**src/rtl/gnn_pkg.sv**
```systemverilog
// Shared widths, counts, FSM encoding and flat-vector index helpers for the GNN scheduler.
package gnn_pkg;

    localparam int unsigned DW    = 5;
    localparam int unsigned OW    = 20;
    localparam int unsigned HW    = 12;
    localparam int unsigned NODES = 4;
    localparam int unsigned FEAT  = 4;
    localparam int unsigned HID   = 4;
    localparam int unsigned OUTS  = 2;
    localparam int unsigned NW    = $clog2(NODES);
    localparam int unsigned CW    = 2;
    localparam int unsigned XW    = NODES * FEAT * DW;
    localparam int unsigned W1W   = HID * FEAT * DW;
    localparam int unsigned W2W   = OUTS * HID * DW;

    typedef enum logic [2:0] {
        ST_IDLE = 3'd0,
        ST_L1   = 3'd1,
        ST_L2   = 3'd2,
        ST_OUT0 = 3'd3,
        ST_OUT1 = 3'd4,
        ST_DONE = 3'd5
    } state_t;

    // Bit offset of feature k of node n.
    function automatic int unsigned x_base(input int unsigned n, input int unsigned k);
        return (n * FEAT + k) * DW;
    endfunction

    // Bit offset of the weight from input k to hidden j.
    function automatic int unsigned w1_base(input int unsigned j, input int unsigned k);
        return (j * FEAT + k) * DW;
    endfunction

    // Bit offset of the weight from hidden j to output o.
    function automatic int unsigned w2_base(input int unsigned o, input int unsigned j);
        return (o * HID + j) * DW;
    endfunction

endpackage

```
**src/rtl/gnn_layer_scheduler_mac.sv**
```systemverilog
// Single signed multiply-accumulate shared by both layers.
module gnn_mac
    import gnn_pkg::*;
(
    input  logic                 clk,
    input  logic                 rst_n,
    input  logic                 clr,
    input  logic                 en,
    input  logic signed [HW-1:0] a,
    input  logic signed [DW-1:0] b,
    output logic signed [OW-1:0] sum_c
);

    localparam int unsigned PW = HW + DW;

    logic signed [PW-1:0] prod_c;
    logic signed [OW-1:0] acc;

    // Product plus either the running sum or zero at the start of a dot product.
    always_comb begin
        prod_c = PW'(a) * PW'(b);
        sum_c  = (clr ? OW'(0) : acc) + OW'(prod_c);
    end

    // Accumulator register.
    always_ff @(posedge clk or negedge rst_n) begin
        if (!rst_n) begin
            acc <= '0;
        end else if (en) begin
            acc <= sum_c;
        end
    end

endmodule

```
**src/rtl/gnn_layer_scheduler.sv**
```systemverilog
// Time-multiplexes one MAC over a two-layer GNN update for every node, streaming results out.
module gnn_layer_scheduler
    import gnn_pkg::*;
(
    input  logic            clk,
    input  logic            rst_n,
    input  logic            in_ready,
    input  logic [XW-1:0]   x_flat,
    input  logic [W1W-1:0]  w1_flat,
    input  logic [W2W-1:0]  w2_flat,
    output logic            busy,
    output logic            out_valid,
    input  logic            out_ready,
    output logic [OW-1:0]   out_data,
    output logic [NW-1:0]   out_node,
    output logic            out_idx,
    output logic            done
);

    state_t              state, state_d;
    logic [XW-1:0]       x_q;
    logic [W1W-1:0]      w1_q;
    logic [W2W-1:0]      w2_q;
    logic [NW-1:0]       node_q, node_d;
    logic [CW-1:0]       hi_q, hi_d;
    logic [CW-1:0]       lo_q, lo_d;
    logic signed [HW-1:0] h_q [HID];
    logic signed [OW-1:0] y0_q, y1_q;

    logic                load, h_we, y_we;
    logic                mac_en, mac_clr;
    logic signed [HW-1:0] mac_a;
    logic signed [DW-1:0] mac_b;
    logic signed [OW-1:0] mac_sum;

    logic                busy_d, valid_d, idx_d, done_d;
    logic [OW-1:0]       data_d;
    logic [NW-1:0]       onode_d;

    gnn_mac u_mac (
        .clk   (clk),
        .rst_n (rst_n),
        .clr   (mac_clr),
        .en    (mac_en),
        .a     (mac_a),
        .b     (mac_b),
        .sum_c (mac_sum)
    );

    // Next-state, schedule counters, MAC operand selection and registered-output next values.
    always_comb begin
        state_d = state;
        node_d  = node_q;
        hi_d    = hi_q;
        lo_d    = lo_q;
        load    = 1'b0;
        h_we    = 1'b0;
        y_we    = 1'b0;
        mac_en  = 1'b0;
        mac_clr = 1'b0;
        mac_a   = '0;
        mac_b   = '0;
        case (state)
            ST_IDLE: begin
                if (in_ready) begin
                    load    = 1'b1;
                    node_d  = '0;
                    hi_d    = '0;
                    lo_d    = '0;
                    state_d = ST_L1;
                end
            end
            ST_L1: begin
                mac_en  = 1'b1;
                mac_clr = (lo_q == '0);
                mac_a   = HW'($signed(x_q[x_base(32'(node_q), 32'(lo_q)) +: DW]));
                mac_b   = $signed(w1_q[w1_base(32'(hi_q), 32'(lo_q)) +: DW]);
                lo_d    = lo_q + CW'(1);
                if (lo_q == CW'(FEAT - 1)) begin
                    h_we = 1'b1;
                    if (hi_q == CW'(HID - 1)) begin
                        hi_d    = '0;
                        state_d = ST_L2;
                    end else begin
                        hi_d = hi_q + CW'(1);
                    end
                end
            end
            ST_L2: begin
                mac_en  = 1'b1;
                mac_clr = (lo_q == '0);
                mac_a   = h_q[lo_q];
                mac_b   = $signed(w2_q[w2_base(32'(hi_q), 32'(lo_q)) +: DW]);
                lo_d    = lo_q + CW'(1);
                if (lo_q == CW'(HID - 1)) begin
                    y_we = 1'b1;
                    if (hi_q == CW'(OUTS - 1)) begin
                        hi_d    = '0;
                        state_d = ST_OUT0;
                    end else begin
                        hi_d = hi_q + CW'(1);
                    end
                end
            end
            ST_OUT0: begin
                if (out_ready) begin
                    state_d = ST_OUT1;
                end
            end
            ST_OUT1: begin
                if (out_ready) begin
                    if (node_q == NW'(NODES - 1)) begin
                        state_d = ST_DONE;
                    end else begin
                        node_d  = node_q + NW'(1);
                        state_d = ST_L1;
                    end
                end
            end
            ST_DONE: begin
                state_d = ST_IDLE;
            end
            default: begin
                state_d = ST_IDLE;
            end
        endcase

        busy_d  = (state_d == ST_L1) || (state_d == ST_L2) ||
                  (state_d == ST_OUT0) || (state_d == ST_OUT1);
        valid_d = (state_d == ST_OUT0) || (state_d == ST_OUT1);
        idx_d   = (state_d == ST_OUT1);
        done_d  = (state_d == ST_DONE);
        onode_d = valid_d ? node_d : '0;
        data_d  = (state_d == ST_OUT0) ? y0_q :
                  (state_d == ST_OUT1) ? y1_q : '0;
    end

    // State, counters and latched operands.
    always_ff @(posedge clk or negedge rst_n) begin
        if (!rst_n) begin
            state  <= ST_IDLE;
            node_q <= '0;
            hi_q   <= '0;
            lo_q   <= '0;
            x_q    <= '0;
            w1_q   <= '0;
            w2_q   <= '0;
        end else begin
            state  <= state_d;
            node_q <= node_d;
            hi_q   <= hi_d;
            lo_q   <= lo_d;
            if (load) begin
                x_q  <= x_flat;
                w1_q <= w1_flat;
                w2_q <= w2_flat;
            end
        end
    end

    // Hidden activations and output holding registers.
    always_ff @(posedge clk or negedge rst_n) begin
        if (!rst_n) begin
            for (int i = 0; i < HID; i++) begin
                h_q[i] <= '0;
            end
            y0_q <= '0;
            y1_q <= '0;
        end else begin
            if (h_we) begin
                h_q[hi_q] <= mac_sum[HW-1:0];
            end
            if (y_we) begin
                if (hi_q[0]) begin
                    y1_q <= mac_sum;
                end else begin
                    y0_q <= mac_sum;
                end
            end
        end
    end

    // Registered outputs.
    always_ff @(posedge clk or negedge rst_n) begin
        if (!rst_n) begin
            busy      <= 1'b0;
            out_valid <= 1'b0;
            out_data  <= '0;
            out_node  <= '0;
            out_idx   <= 1'b0;
            done      <= 1'b0;
        end else begin
            busy      <= busy_d;
            out_valid <= valid_d;
            out_data  <= data_d;
            out_node  <= onode_d;
            out_idx   <= idx_d;
            done      <= done_d;
        end
    end

endmodule

```
**config.mk**
```make
export PLATFORM = sky130hd
export DESIGN_NAME = gnn_layer_scheduler
export DESIGN_NICKNAME = d
export VERILOG_FILES = /design/src/rtl/gnn_pkg.sv /design/src/rtl/gnn_layer_scheduler_mac.sv /design/src/rtl/gnn_layer_scheduler.sv
export SDC_FILE = /design/constraint.sdc
export NUM_CORES = 1
export LEC_CHECK = 0
export CORE_UTILIZATION = 25
export CTS_CLUSTER_SIZE = 10
export DETAILED_ROUTE_END_ITERATION = 8
export SETUP_SLACK_MARGIN = 0.2
export SLEW_MARGIN = 30
export SYNTH_ARGS = -nofsm -noshare
export SYNTH_HDL_FRONTEND = slang
export SYNTH_HIERARCHICAL = 1
export SYNTH_SLANG_ARGS = --single-unit
```
**constraint.sdc**
```tcl
create_clock -name clk -period 11.3 [get_ports clk]
set_input_delay 3.39 -clock clk [delete_from_list [all_inputs] [get_ports clk]]
set_output_delay 3.39 -clock clk [all_outputs]
set_load 0.02 [all_outputs]
```
==> results.sh <==
export IMPL_crit_path_end_kind="register"
export IMPL_clock_path_buffers=3
export IMPL_cp_max_fo=41
export IMPL_crit_path_start_kind="register"
export IMPL_grt_pass1_wl_um=73200
export IMPL_cts_setup_buffers=0
export IMPL_numCtsBuffers=44
export IMPL_skew_ns=0.0266
export IMPL_overflow=0
export IMPL_finalCriticalPeriod_ns=7.18
export IMPL_rsz0062_at_grt="no"
export IMPL_maxSlewHeadroom_pct=36.5
export IMPL_die_height_um=270
export IMPL_fmax_mhz=139
export IMPL_first_iter_violations=516
export IMPL_critPathTopFamily="adder cells"
export IMPL_die_area_um2=73000
export IMPL_yosysTopAreaCellShare_pct=47.8
export IMPL_port_buffers=229
export IMPL_clk_latency_ns=0.58
export IMPL_status="finished clean"
export IMPL_hold_buffers=0
export IMPL_drive_above_1_share_pct=30.8
export IMPL_seq_area_frac_synth_pct=47.8
export IMPL_synth_ff_type="dfrtp_1"
export IMPL_finalCritPeriodShare_pct=63.5
export IMPL_synth_area_um2=18000
export IMPL_synth_area_top_cells="dfrtp_1 48%, mux2_2 19%, mux4_2 7.6%"
export IMPL_cts_root_buffer="clkbuf_16"
export IMPL_cap_violations=0
export IMPL_start_util_pct=25.4
export IMPL_first_pass_iters=4
export IMPL_async_flop_share_pct=100
export IMPL_synth_edf_count=0
export IMPL_wl_per_cell_um=19.0
export IMPL_synth_fp_nets=1571
export IMPL_cts_max_level=2
export IMPL_avgViaCountPerCell=4.51
export IMPL_cts_sinks=343
export IMPL_antenna_found_initial=9
export IMPL_hold_ws_ns=0.494
export IMPL_routabilityCongestion=0.825
export IMPL_die_w_um=270
export IMPL_drt_wl_total_um=46300
export IMPL_critPathMaxStageDelay_ns=0.96
export IMPL_setup_tns_final_ns=0
export IMPL_syn_inst=1257
export IMPL_hold_violations=0
export IMPL_syn_avg_cell_area_um2=14.3
export IMPL_post_route_drc_count=0
export IMPL_synth_seq_cells=343
export IMPL_post_cts_resized=0
export IMPL_cp_arrival_ns=7.62
export IMPL_rows=97
export IMPL_slowest_stage="dfrtp_4"
export IMPL_core_area_um2=70600
export IMPL_track_usage_pct=12.9
export IMPL_slew_violations=0
export IMPL_synth_warning_count=6
export IMPL_antenna_left=0
export IMPL_nets=1791
export IMPL_hpwl_um=33500
export IMPL_place_area_um2=21200
export IMPL_crit_path_frequent_cell="fa_1"
export IMPL_crit_required_ns=11.74
export IMPL_ys_types=61
export IMPL_finalSetupViolCount=0
export IMPL_path_clk_slew_ns=0.05
export IMPL_worst_slew_pin_slew_ns=0.947
export IMPL_finish_instance_area_um2=22600
export IMPL_yosys_area_top_type="dfrtp_1"
export IMPL_grt_max_degree=175
export IMPL_worstPathCellList="buf_4 > mux4_2 > mux2_2 > a22oi_4 > nand2_1 > nand2_1 > inv_1 > fa_1 > fa_1 > fa_1 > ha_1 > ha_1 > a21oi_1 > o21ai_1 > o211ai_1 > a21oi_2 > or3_1 > and2_2 > mux2_2"
export IMPL_tritoncts="built"
export IMPL_ios=230
export IMPL_criticalPathCategory="register to register"
export IMPL_num_vias=11000
export IMPL_critPathBufInv=2
export IMPL_area_delta_synth_final_pct=25.6
export IMPL_grt_pass1_vias=12400
export IMPL_hold_path_class="register to register"
==> kinds of logic (layout without fill, tap and decap cells) <==
kind of cell,Yosys count,after routing,synth area share (%)
AO/OA/AOI/OAI,115,115,4.73
XOR/XNOR,16,16,0.780
adder cells (fa/ha/maj),110,110,10.2
buffers and inverters,103,346,2.96
flip-flops,343,343,47.8
multiplexers,385,385,27.9
other,0,2,0
AND/OR/NAND/NOR,185,185,5.58
==> Yosys cell counts, drive strengths merged, types with 6 or more instances <==
master and instances:
nand2 40, and2 46, a22o 30, o31ai 9, nor2 39, xnor2 11
a22oi 6, nor3 7, o21ai 22, mux2 311, nor2b 20, nand3 6
ha 48, nand2b 10, fa 62, dfrtp 343, a21oi 20, mux2i 12
mux4 62, buf 50, clkbuf 16, inv 37
==> metrics by stage <==
step           utilization [%]  worst slack [ns]  cells
2_1_floorplan                -              5.32   1257
3_3_place_gp              30.0              4.01   2369
3_5_place_dp              30.0              4.02   2370
4_1_cts                   31.9              3.98   2439
5_1_grt                   32.0              3.51   2440
6_report                  32.0              4.12   2442
==> metal layers <==
layer	vias up	track usage [%]	routed length, um
li1	4952	-	-
met1	5709	16.4	20100
met2	251	20.9	21900
met3	89	4.17	3150
met4	16	3.29	1080
met5	-	0	95
==> final cells by class <==
class | count | area (um^2)
antenna | 2 | 5.00
clock buffer | 60 | 1240
clock inverter | 9 | 111
fill | 7009 | 48100
inverter | 37 | 139
multi-input combinational | 811 | 8860
sequential | 343 | 8590
tap | 940 | 1180
timing repair buffer | 240 | 2450
==> worst paths after layout <==
| path | slack [ns] | cells past startpoint | from | to |
|---|---|---|---|---|
| hold reg to reg | 0.49 | 1 | w1_q[29] | w1_q[29] |
| hold / removal | 0.49 | 1 | w1_q[29] | w1_q[29] |
| max in group asynchronous | 6.94 | 3 | rst_n | w2_q[23] |
| setup / recovery | 4.12 | 19 | lo_q[0] | y0_q[19] |
| setup reg to reg | 4.12 | 19 | lo_q[0] | y0_q[19] |
| min in group asynchronous | 2.86 | 1 | rst_n | out_data[7] |
==> placed cells by master, fill, tap and decap left out, types with 12 or more instances in the layout <==
| cell | count |
|---|---|
| and2_1 | 45 |
| nand2_1 | 40 |
| clkdlybuf4s50_1 | 228 |
| ha_1 | 48 |
| inv_1 | 36 |
| dfrtp_1 | 341 |
| a21oi_1 | 19 |
| nor2_1 | 38 |
| clkbuf_16 | 45 |
| a22o_1 | 30 |
| fa_1 | 62 |
| mux2_2 | 311 |
| mux2i_1 | 12 |
| o21ai_0 | 13 |
| mux4_2 | 61 |
| nor2b_1 | 19 |
==> flip-flops by register name, summed over array words and instances (netlist names), 3 cells and up <==
name	cells
out_data	20
w1_q	80
x_q	80
w2_q	40
y0_q	20
u_mac/acc	20
h_q	48
state	3
y1_q	20
Power is not shown: default switching activity piles up to over one toggle a cycle in this logic, so the estimate is an artifact.
